<file path="src/rtl/ram_rf_pkg.sv">
// Shared definitions for the ram_rf register-file RAM.
// Holds the clear-sequencer state encoding and the address-width helper.
package ram_pkg;

   typedef enum logic {
      ST_IDLE  = 1'b0,
      ST_CLEAR = 1'b1
   } clr_state_e;

   // Ceiling log2; DEPTH is at least 2, so the result is never 0.
   function automatic int clog2(input int n);
      int r;
      r = 0;
      for (int i = 0; i < 31; i++) begin
         if ((1 << i) < n) r = i + 1;
      end
      return r;
   endfunction

endpackage

</file>
<file path="src/rtl/ram_rf_if.sv">
// Port bundle for ram_rf: write port, read port, clear request and status.
// Handshake: wr_en/rd_en/clr_req are sampled on posedge; rd_valid is a one-cycle strobe, busy blocks all requests.
interface ram_rf_if import ram_pkg::*; #(
   parameter int WIDTH = 8,
   parameter int DEPTH = 16
) ();
   localparam int ADDR_W = clog2(DEPTH);

   logic              wr_en;
   logic [ADDR_W-1:0] wr_addr;
   logic [WIDTH-1:0]  wr_data;
   logic              rd_en;
   logic [ADDR_W-1:0] rd_addr;
   logic [WIDTH-1:0]  rd_data;
   logic              rd_valid;
   logic              clr_req;
   logic              busy;
   clr_state_e        clr_state;

   modport master (
      output wr_en, wr_addr, wr_data, rd_en, rd_addr, clr_req,
      input  rd_data, rd_valid, busy, clr_state
   );

   modport slave (
      input  wr_en, wr_addr, wr_data, rd_en, rd_addr, clr_req,
      output rd_data, rd_valid, busy, clr_state
   );
endinterface

</file>
<file path="src/rtl/ram_rf_clr_seq.sv">
// Whole-array clear sequencer: IDLE/CLEAR FSM plus a sweep counter.
// Busy is high for exactly DEPTH cycles; the counter stops at DEPTH-1.
module ram_clr_seq import ram_pkg::*; #(
   parameter  int DEPTH  = 16,
   localparam int ADDR_W = clog2(DEPTH)
) (
   input  logic              clk,
   input  logic              reset,
   input  logic              clr_req,
   output logic              busy,
   output logic              clr_we,
   output logic [ADDR_W-1:0] clr_addr,
   output clr_state_e        state_o
);
   localparam logic [ADDR_W-1:0] LAST = ADDR_W'(DEPTH - 1);

   clr_state_e        state_q;
   logic [ADDR_W-1:0] cnt_q;
   logic              busy_q;

   always_ff @(posedge clk or negedge reset) begin
      if (!reset) begin
         state_q <= ST_IDLE;
         cnt_q   <= '0;
         busy_q  <= 1'b0;
      end else begin
         case (state_q)
            ST_IDLE: begin
               if (clr_req) begin
                  state_q <= ST_CLEAR;
                  cnt_q   <= '0;
                  busy_q  <= 1'b1;
               end
            end
            ST_CLEAR: begin
               if (cnt_q == LAST) begin
                  state_q <= ST_IDLE;
                  busy_q  <= 1'b0;
               end else begin
                  cnt_q <= cnt_q + ADDR_W'(1);
               end
            end
            default: state_q <= ST_IDLE;
         endcase
      end
   end

   assign busy     = busy_q;
   assign clr_we   = (state_q == ST_CLEAR);
   assign clr_addr = cnt_q;
   assign state_o  = state_q;

endmodule

</file>
<file path="src/rtl/ram_rf.sv">
// Parametrised register-file RAM with registered read, write-through on collision
// and a sequenced whole-array clear.
module ram_rf import ram_pkg::*; #(
   parameter int WIDTH = 8,
   parameter int DEPTH = 16
) (
   input logic     clk,
   input logic     reset,
   ram_rf_if.slave bus
);
   localparam int ADDR_W = clog2(DEPTH);
   // One extra bit so DEPTH itself is representable when DEPTH is a power of two.
   localparam logic [ADDR_W:0] DEPTH_W = (ADDR_W + 1)'(DEPTH);

   logic [WIDTH-1:0]  mem_q [DEPTH];
   logic [WIDTH-1:0]  rd_data_q, rd_data_d, rd_word;
   logic              rd_valid_q;
   logic              rd_acc, wr_acc;
   logic              busy, clr_we;
   logic [ADDR_W-1:0] clr_addr;

   ram_clr_seq #(.DEPTH(DEPTH)) u_clr_seq (
      .clk      (clk),
      .reset    (reset),
      .clr_req  (bus.clr_req),
      .busy     (busy),
      .clr_we   (clr_we),
      .clr_addr (clr_addr),
      .state_o  (bus.clr_state)
   );

   always_comb begin
      rd_acc = bus.rd_en && !busy;
      // A clear request accepted on this edge wins over a user write.
      wr_acc = bus.wr_en && !busy && !bus.clr_req && ({1'b0, bus.wr_addr} < DEPTH_W);
      rd_word = '0;
      for (int i = 0; i < DEPTH; i++) begin
         if (bus.rd_addr == ADDR_W'(i)) rd_word = mem_q[i];
      end
      rd_data_d = rd_data_q;
      if (rd_acc) begin
         if (wr_acc && (bus.wr_addr == bus.rd_addr)) rd_data_d = bus.wr_data;
         else                                        rd_data_d = rd_word;
      end
   end

   always_ff @(posedge clk or negedge reset) begin
      if (!reset) begin
         for (int i = 0; i < DEPTH; i++) mem_q[i] <= '0;
      end else begin
         for (int i = 0; i < DEPTH; i++) begin
            if (clr_we && (clr_addr == ADDR_W'(i)))    mem_q[i] <= '0;
            else if (wr_acc && (bus.wr_addr == ADDR_W'(i))) mem_q[i] <= bus.wr_data;
         end
      end
   end

   always_ff @(posedge clk or negedge reset) begin
      if (!reset) begin
         rd_data_q  <= '0;
         rd_valid_q <= 1'b0;
      end else begin
         rd_data_q  <= rd_data_d;
         rd_valid_q <= rd_acc;
      end
   end

   assign bus.rd_data  = rd_data_q;
   assign bus.rd_valid = rd_valid_q;
   assign bus.busy     = busy;

endmodule

</file>
<file path="src/flat_wrapper.sv">
// flat-port wrapper written by rule: the top's interface ports become plain ports
module ram_rf_flat import ram_pkg::*;
#(
   parameter int WIDTH = 8,
   parameter int DEPTH = 16
)
  (clk, reset, bus_wr_en, bus_wr_addr, bus_wr_data, bus_rd_en, bus_rd_addr, bus_clr_req, bus_rd_data, bus_rd_valid, bus_busy, bus_clr_state);
  ram_rf_if #(.WIDTH(WIDTH), .DEPTH(DEPTH)) bus_i ();
  input logic clk;
  input logic reset;
  input wire logic [$bits(bus_i.wr_en)-1:0] bus_wr_en;
  input wire logic [$bits(bus_i.wr_addr)-1:0] bus_wr_addr;
  input wire logic [$bits(bus_i.wr_data)-1:0] bus_wr_data;
  input wire logic [$bits(bus_i.rd_en)-1:0] bus_rd_en;
  input wire logic [$bits(bus_i.rd_addr)-1:0] bus_rd_addr;
  input wire logic [$bits(bus_i.clr_req)-1:0] bus_clr_req;
  output wire logic [$bits(bus_i.rd_data)-1:0] bus_rd_data;
  output wire logic [$bits(bus_i.rd_valid)-1:0] bus_rd_valid;
  output wire logic [$bits(bus_i.busy)-1:0] bus_busy;
  output wire logic [$bits(bus_i.clr_state)-1:0] bus_clr_state;
  assign bus_i.wr_en = bus_wr_en;
  assign bus_i.wr_addr = bus_wr_addr;
  assign bus_i.wr_data = bus_wr_data;
  assign bus_i.rd_en = bus_rd_en;
  assign bus_i.rd_addr = bus_rd_addr;
  assign bus_i.clr_req = bus_clr_req;
  assign bus_rd_data = bus_i.rd_data;
  assign bus_rd_valid = bus_i.rd_valid;
  assign bus_busy = bus_i.busy;
  assign bus_clr_state = bus_i.clr_state;
  ram_rf #(.WIDTH(WIDTH), .DEPTH(DEPTH)) u_core (.clk(clk), .reset(reset), .bus(bus_i));
endmodule
</file>
<file path="config.mk">
export PLATFORM = sky130hd
export DESIGN_NAME = ram_rf_flat
export DESIGN_NICKNAME = d
export VERILOG_FILES = /design/src/rtl/ram_rf_pkg.sv /design/src/rtl/ram_rf_if.sv /design/src/rtl/ram_rf_clr_seq.sv /design/src/rtl/ram_rf.sv /design/src/flat_wrapper.sv
export SDC_FILE = /design/constraint.sdc
export NUM_CORES = 1
export LEC_CHECK = 0
export CORE_AREA = 4 4 111 113
export CTS_BUF_LIST = sky130_fd_sc_hd__clkbuf_8
export DETAILED_ROUTE_END_ITERATION = 7
export DIE_AREA = 0 0 115 117
export HOLD_SLACK_MARGIN = 0.06
export PLACE_DENSITY = 0.81
export SLEW_MARGIN = 20
export SYNTH_ARGS = -nofsm -noshare
export SYNTH_HDL_FRONTEND = slang
export SYNTH_HIERARCHICAL = 1
export SYNTH_SLANG_ARGS = --single-unit
</file>
<file path="constraint.sdc">
create_clock -name clk -period 2.4 [get_ports clk]
set_input_delay 0.48 -clock clk [delete_from_list [all_inputs] [get_ports clk]]
set_output_delay 0.48 -clock clk [all_outputs]
set_load 0.03 [all_outputs]
</file>
==> results of run 1 <==
-- cells in the final DEF, fill, tap and decap left out, types with 11 or more instances in the layout --
cell type and n:
a21oi_1 28, a22o_1 129, buf_4 81, clkbuf_8 19, clkdlybuf4s50_1 28, dfrtp_1 143
mux2_2 14, mux2i_1 15, nand2_1 29, nand2b_1 11, nor2_1 33, nor3_1 23
o21ai_0 18
-- what timing repair did --
item,CTS,global route
hold endpoints to repair,58,0
resized for setup,0,0
hold buffers,1,0
-- flip-flops by register name, summed over array words and instances (netlist names) --
signal	cells
u_core/bus.rd_data	8
u_core/bus.rd_valid	1
u_core/mem_q	128
u_core/u_clr_seq/busy	1
u_core/u_clr_seq/clr_addr	4
u_core/u_clr_seq/clr_we	1
-- power breakdown --
group | switching, mW | internal, mW | total (mW)
sequential | 0.301 | 2.72 | 3.03
combinational | 0.972 | 0.710 | 1.68
clock | 0.968 | 1.19 | 2.16
-- routing by layer --
metal,up-vias,part of all wire [%]
li1,2601,-
met1,3008,41
met2,345,47
met3,61,8.4
met4,0,3.8
met5,-,0
-- final timing paths --
path | startpoint | end | slack, ns | depth (start not counted)
setup / recovery | u_core/u_clr_seq/clr_we$_DFF_PN0_ | bus_clr_state | 0.11 | 2
hold / removal | u_core/mem_q[105]$_DFFE_PN0P_ | u_core/mem_q[105]$_DFFE_PN0P_ | 0.50 | 1
setup reg to reg | u_core/u_clr_seq/busy$_DFFE_PN0P_ | u_core/mem_q[70]$_DFFE_PN0P_ | 0.34 | 5
hold reg to reg | u_core/mem_q[105]$_DFFE_PN0P_ | u_core/mem_q[105]$_DFFE_PN0P_ | 0.50 | 1
max in group asynchronous | reset | u_core/mem_q[125]$_DFFE_PN0P_ | 1.18 | 3
min in group asynchronous | reset | u_core/mem_q[61]$_DFFE_PN0P_ | 0.58 | 2
-- cells by family (layout without fill, tap and decap cells) --
| logic type | count (synthesis) | count (layout) | share of synthesized area, % |
|---|---|---|---|
| adders and majority gates | 1 | 1 | 0.179 |
| and+or+nand+nor | 146 | 146 | 11.5 |
| xor gates and xnor gates | 5 | 5 | 0.625 |
| muxes | 36 | 36 | 6.65 |
| buffers and inverters | 50 | 162 | 3.31 |
| AOI/OAI and AO/OA | 241 | 241 | 26.6 |
| DFF | 143 | 143 | 51.1 |
-- cell type report --
class                   instances  area [um2]
flip-flops and latches        143        3580
multi-input cells             429        3190
fillers                       736        2830
repair buffers                120        1060
clock buffers                  19         262
clock inverters                13         185
well taps                     143         179
inverters                      10        37.5
-- per-stage QoR --
| stage | cells | setup TNS (ns) | setup WS [ns] |
|---|---|---|---|
| 4_1_cts | 877 | 0 | 0.0869 |
| 5_1_grt | 877 | 0 | 0.00694 |
| 2_1_floorplan | 622 | 0 | 0.405 |
| 3_3_place_gp | 844 | -0.689 | -0.0953 |
| 6_report | 877 | 0 | 0.108 |
| 3_5_place_dp | 844 | -1.71 | -0.126 |
-- critical path, delay by kind of cell, from the launching register on --
kind,cells,cell delay (ns)
buffers and inverters,2,0.89
DFF,1,0.46
==> flow_summary.yaml, run 1 <==
routing:
  wl_per_cell_um: 25.1
  drc_errors: 0
  via_per_inst: 6.86
  drtIter0Drc: 770
  wirelength_um: 22000
  drtAntennaViolNets: 0
  dr.pass1.iters: 5
  via_count: 6015
setup_path:
  cp.required_ns: 1.92
  max_stage_delay_ns: 0.68
  crit_fanout: 10
  worstSetupStartpointType: "flip-flop"
  crit_chain: "buf_4 > clkdlybuf4s50_1"
  endpoint_kind: "output port"
  crit_slowest_cell: "clkdlybuf4s50_1"
  critPathKind: "reg -> out"
  worst_ep_arrival_time_ns: 1.81
logic_synthesis:
  synthTopCellsByArea: "dfrtp_1, a22o_1, mux2_2"
  yosys.area.top_type_share_pct: 51.1
  syn_nets: 644
  synth_edf_count: 0
  async_reset_ff_share_pct: 100
  ys.flop_type: "dfrtp_1"
  synthTopCellsByCount: "dfrtp_1, a22o_1, nor2_1, nand2_1, a21oi_1"
  synth_cell_types: 56
  yosysSeqAreaShare_pct: 51.1
  yosys_warnings: 6
  avgSynthCellArea_um2: 11.3
  yosysMostFrequentCell: "dfrtp_1"
  ys_ff_latch: 143
  synth_top_area_cell: "dfrtp_1"
  synth_cells: 622
  netlist_area_um2: 7000
pwr:
  irDropWorstVdd_mv: 0.775
  power_density_nw_per_um2: 808
  p_total_mw: 6.87
  p_leak_nw: 3.87
floorplanning:
  die_area_um2: 13500
  die_x_um: 115
  start_util_pct: 61.8
  core_um2: 11300
  core.rowCount: 39
  num_io_pins: 32
  die_h_um: 117
timing:
  finalHoldViolations: 0
  min_period_ns: 2.29
  hold-worst-slack_ns: 0.505
  finalMaxSlewViolations: 0
  max_freq_mhz: 436
  fin_skew_ns: 0.00633
  relSlewSlack_pct: 42.4
  tightest_slew_ns: 0.864
  setup_viol: 0
  rsz0062_at_grt: "no"
  timing.final.crit_share_pct: 95.5
layout:
  finalInstanceArea_um2: 8490
  nets: 743
  layout-drive-gt1-share_pct: 21.9
  area_growth_syn_to_layout_pct: 21.3
  post-route-util_pct: 75.0
  diodes: 0
clocking:
  clkLatencyLatePin_ns: 0.46
  root_buffer: "clkbuf_8"
  h-tree-depth: 4
  cts.sinks: 143
  numCtsBuffers: 17
  cts_tree: "done"
  post_cts_buffers: 0
  ctsLongestPathBuffers: 2
  clkSlewWorstSetupHoldPaths_ns: 0.08
global_routing:
  first_global_vias: 6037
  grt_pass1_wl_um: 34900
  grt_start_max_net_pins: 61
  grtUsageMet1_pct: 47.3
  busiest_layer: "met2"
  grt_usage_pct: 35.0
  antenna_found_initial: 0
  gr-usage-met2_pct: 54.7
  use_met3_pct: 9.05
  overflow: 0
run:
  drv_cap: 0
placement:
  dp_hpwl_um: 15700
  portBuffers: 31
  place.gp.congestion: 1.01
  place_area_um2: 8040
outcome:
  status: "completed"
hold_path:
  min_path_type: "reg -> reg"
Power figures use the tool's default switching activity.
==> run 2, diff against run 1 <==
--- a/config.mk
+++ b/config.mk
@@ -5,12 +5,14 @@
 export SDC_FILE = /design/constraint.sdc
 export NUM_CORES = 1
 export LEC_CHECK = 0
-export CORE_AREA = 4 4 111 113
+export ABC_AREA = 1
+export CORE_AREA = 4 4 107 109
 export CTS_BUF_LIST = sky130_fd_sc_hd__clkbuf_8
 export DETAILED_ROUTE_END_ITERATION = 7
-export DIE_AREA = 0 0 115 117
-export HOLD_SLACK_MARGIN = 0.06
-export PLACE_DENSITY = 0.81
+export DIE_AREA = 0 0 111 113
+export DONT_BUFFER_PORTS = 1
+export HOLD_SLACK_MARGIN = 0.03
+export PLACE_DENSITY = 0.8
 export SLEW_MARGIN = 20
 export SYNTH_ARGS = -nofsm -noshare
 export SYNTH_HDL_FRONTEND = slang
==> run 2 against run 1 <==
Against the previous run:
- the run now ends with hold timing left
- setup slack worse by 0.029 ns
- register-to-register slack worse by 0.26 ns
- sequential cell count unchanged
- non-clock buffer count down 99
- die area down 6.8%
- sequential share of layout area up 6.1 points
- hold slack worse by 0.79 ns
- final cell count up 12%
- global-route usage down 2.6 points
- clock power down 13%
- count of clock-buffer cells in the layout up 1
- synthesized area down 3.6%
- highest routed layer unchanged
==> flow_summary.yaml, run 2 <==
outcome:
  status: "finished, violations left"
  violations: "hold timing"
layout:
  area_growth_syn_to_layout_pct: 9.91
  n_fill_cell: 813
  regArea_um2: 3580
  multiInputGateArea_um2: 2470
  post-route-util_pct: 70.0
  final_common_cell: "inv_1"
  top_register: "u_core/mem_q"
  largest_reg_flops: 128
  final_cells: 984
  final_cell_mix: "inv_1, nand2_1, dfrtp_1"
  layout-drive-gt1-share_pct: 9.72
  diodes: 0
  nets: 854
logic_synthesis:
  avgSynthCellArea_um2: 8.36
  yosys.area.top_type_share_pct: 53.0
  synthTopCellsByArea: "dfrtp_1, o22ai_1, inv_1"
  synth_edf_count: 0
  synth_cells: 808
  yosys_warnings: 6
  async_reset_ff_share_pct: 100
  ys.flop_type: "dfrtp_1"
  synth_top_area_cell: "dfrtp_1"
  syn_nets: 830
  yosysMostFrequentCell: "inv_1"
  netlist_area_um2: 6750
  synthTopCellsByCount: "inv_1, nand2_1, dfrtp_1, o22ai_1, nand3_1"
  synth_cell_types: 27
  ys_ff_latch: 143
  yosysSeqAreaShare_pct: 53.0
setup_path:
  max_stage_delay_ns: 0.54
  crit_end: "u_core/mem_q[83]$_DFFE_PN0P_"
  r2r_end: "u_core/mem_q[83]$_DFFE_PN0P_"
  cp.required_ns: 2.71
  regToRegStartpoint: "u_core/u_clr_seq/busy$_DFFE_PN0P_"
  worst_ep_arrival_time_ns: 2.64
  endpoint_kind: "flip-flop"
  rr_worst_depth: 6
  crit_fanout: 8
  crit_chain: "nor3_4 > inv_2 > nor3_2 > inv_1 > o21ai_2 > o22ai_1"
  cp_top_family: "simple AND/OR/NAND/NOR gates"
  path_buf_inv: 2
  crit_slowest_cell: "dfrtp_1"
  r2r_slack_ns: 0.08
  critPathKind: "reg -> reg"
  critPathLaunch: "u_core/u_clr_seq/busy$_DFFE_PN0P_"
  path_depth: 6
  worstSetupStartpointType: "flip-flop"
floorplanning:
  num_io_pins: 32
  core_um2: 10600
  die_h_um: 113
  die_area_um2: 12500
  start_util_pct: 63.7
  core.rowCount: 38
  die_x_um: 111
clocking:
  clkLatencyLatePin_ns: 0.46
  numCtsBuffers: 17
  clkSlewWorstSetupHoldPaths_ns: 0.08
  cts.sinks: 143
  root_buffer: "clkbuf_8"
  post_cts_buffers: 0
  cts_tree: "done"
  h-tree-depth: 4
  ctsLongestPathBuffers: 2
pwr:
  p_leak_nw: 3.37
  irDropWorstVdd_mv: 0.642
  power_density_nw_per_um2: 883
timing:
  max_freq_mhz: 431
  finalMaxSlewViolations: 0
  tightest_slew_ns: 0.811
  relSlewSlack_pct: 45.9
  tns_ns: 0
  rsz0062_at_grt: "no"
  setup_ws_ns: 0.0789
  min_period_ns: 2.32
  fin_skew_ns: 0.00826
  timing.final.crit_share_pct: 96.7
  finalHoldViolations: 143
  setup_viol: 0
  hold-worst-slack_ns: -0.287
routing:
  wl_met3_um: 2660
  wirelength_um: 19600
  dr.pass1.iters: 6
  via_per_inst: 6.22
  via_count: 6118
  routed.top_layer: "met4"
  wl_per_cell_um: 19.9
  wl_met1_um: 7660
  drtAntennaViolNets: 0
  drc_errors: 0
  drtIter0Drc: 1025
  wl_met2_um: 8650
global_routing:
  antenna_found_initial: 0
  overflow: 0
  first_global_vias: 6007
  grt_start_max_net_pins: 144
  grt_usage_pct: 32.4
  grt_pass1_wl_um: 31700
hold_path:
  min_path_type: "in -> async"
placement:
  place.gp.congestion: 0.984
  dp.cells: 953
  place_ws_ns: -0.000111
  portBuffers: 0
  dp_hpwl_um: 13500
run:
  drv_cap: 0
run 2: cell types whose count changed in the layout (fill, tap and decap cells not counted), moves of 28 or more:
| cell | before | now |
|---|---|---|
| o22ai_1 | 9 | 128 |
| inv_1 | 8 | 160 |
| a22o_1 | 129 | 0 |
| clkdlybuf4s50_1 | 28 | 0 |
| buf_4 | 81 | 21 |
| nand3_1 | 5 | 55 |
| nand2_1 | 29 | 149 |
run 2: per-stage QoR:
stage,power [mW],cell area [um2]
4_1_cts,6.51,7390
6_report,6.55,7420
5_1_grt,6.89,7420
3_5_place_dp,4.64,7000
2_1_floorplan,4.18,6750
3_3_place_gp,4.57,7000
run 2: cell families (layout without fill, tap and decap cells):
kind of cell | after synthesis | in the layout | synth area share, %
AND/OR/NAND/NOR | 293 | 293 | 19.4
adder cells (fa/ha/maj) | 1 | 1 | 0.185
flip-flops | 143 | 143 | 53.0
XOR/XNOR | 2 | 2 | 0.259
AO/OA/AOI/OAI | 181 | 181 | 16.3
buffers and inverters | 188 | 224 | 10.8
run 2: worst min path at each step:
| stage | endpoint | cells after the start |
|---|---|---|
| after floorplan | u_core/bus.rd_data[0]$_DFFE_PN0P_ | 0 |
| after global placement | u_core/mem_q[110]$_DFFE_PN0P_ | 0 |
| final | u_core/mem_q[110]$_DFFE_PN0P_ | 0 |
| after detailed placement | u_core/mem_q[110]$_DFFE_PN0P_ | 0 |
| after global routing | u_core/mem_q[127]$_DFFE_PN0P_ | 0 |
| after CTS | u_core/mem_q[119]$_DFFE_PN0P_ | 0 |
run 2: timing repair:
| action | 4_1_cts | 5_1_grt |
|---|---|---|
| endpoints found under the hold margin | 143 | 143 |
| gates resized for setup | 0 | 5 |
| setup endpoints to repair | 0 | 69 |
run 2: layout make-up:
class                   instances  share of cell area, %
clock inverters                11                   1.55
inverters                     172                   8.70
clock buffers                  20                   3.71
multi-input cells             477                   33.3
well taps                     140                   2.36
flip-flops and latches        143                   48.2
repair buffers                 21                   2.12
run 2: power by group:
group	internal [mW]	switching, mW	total (mW)
registers	2.84	0.446	3.28
clock network	0.990	0.890	1.88
logic	0.494	0.894	1.39
run 2: routing by layer:
| layer | global-route usage, % | vias up |
|---|---|---|
| met5 | 0 | - |
| met3 | 10.5 | 74 |
| met1 | 45.1 | 2849 |
| met2 | 47.7 | 461 |
| met4 | 12.7 | 0 |
| li1 | - | 2734 |
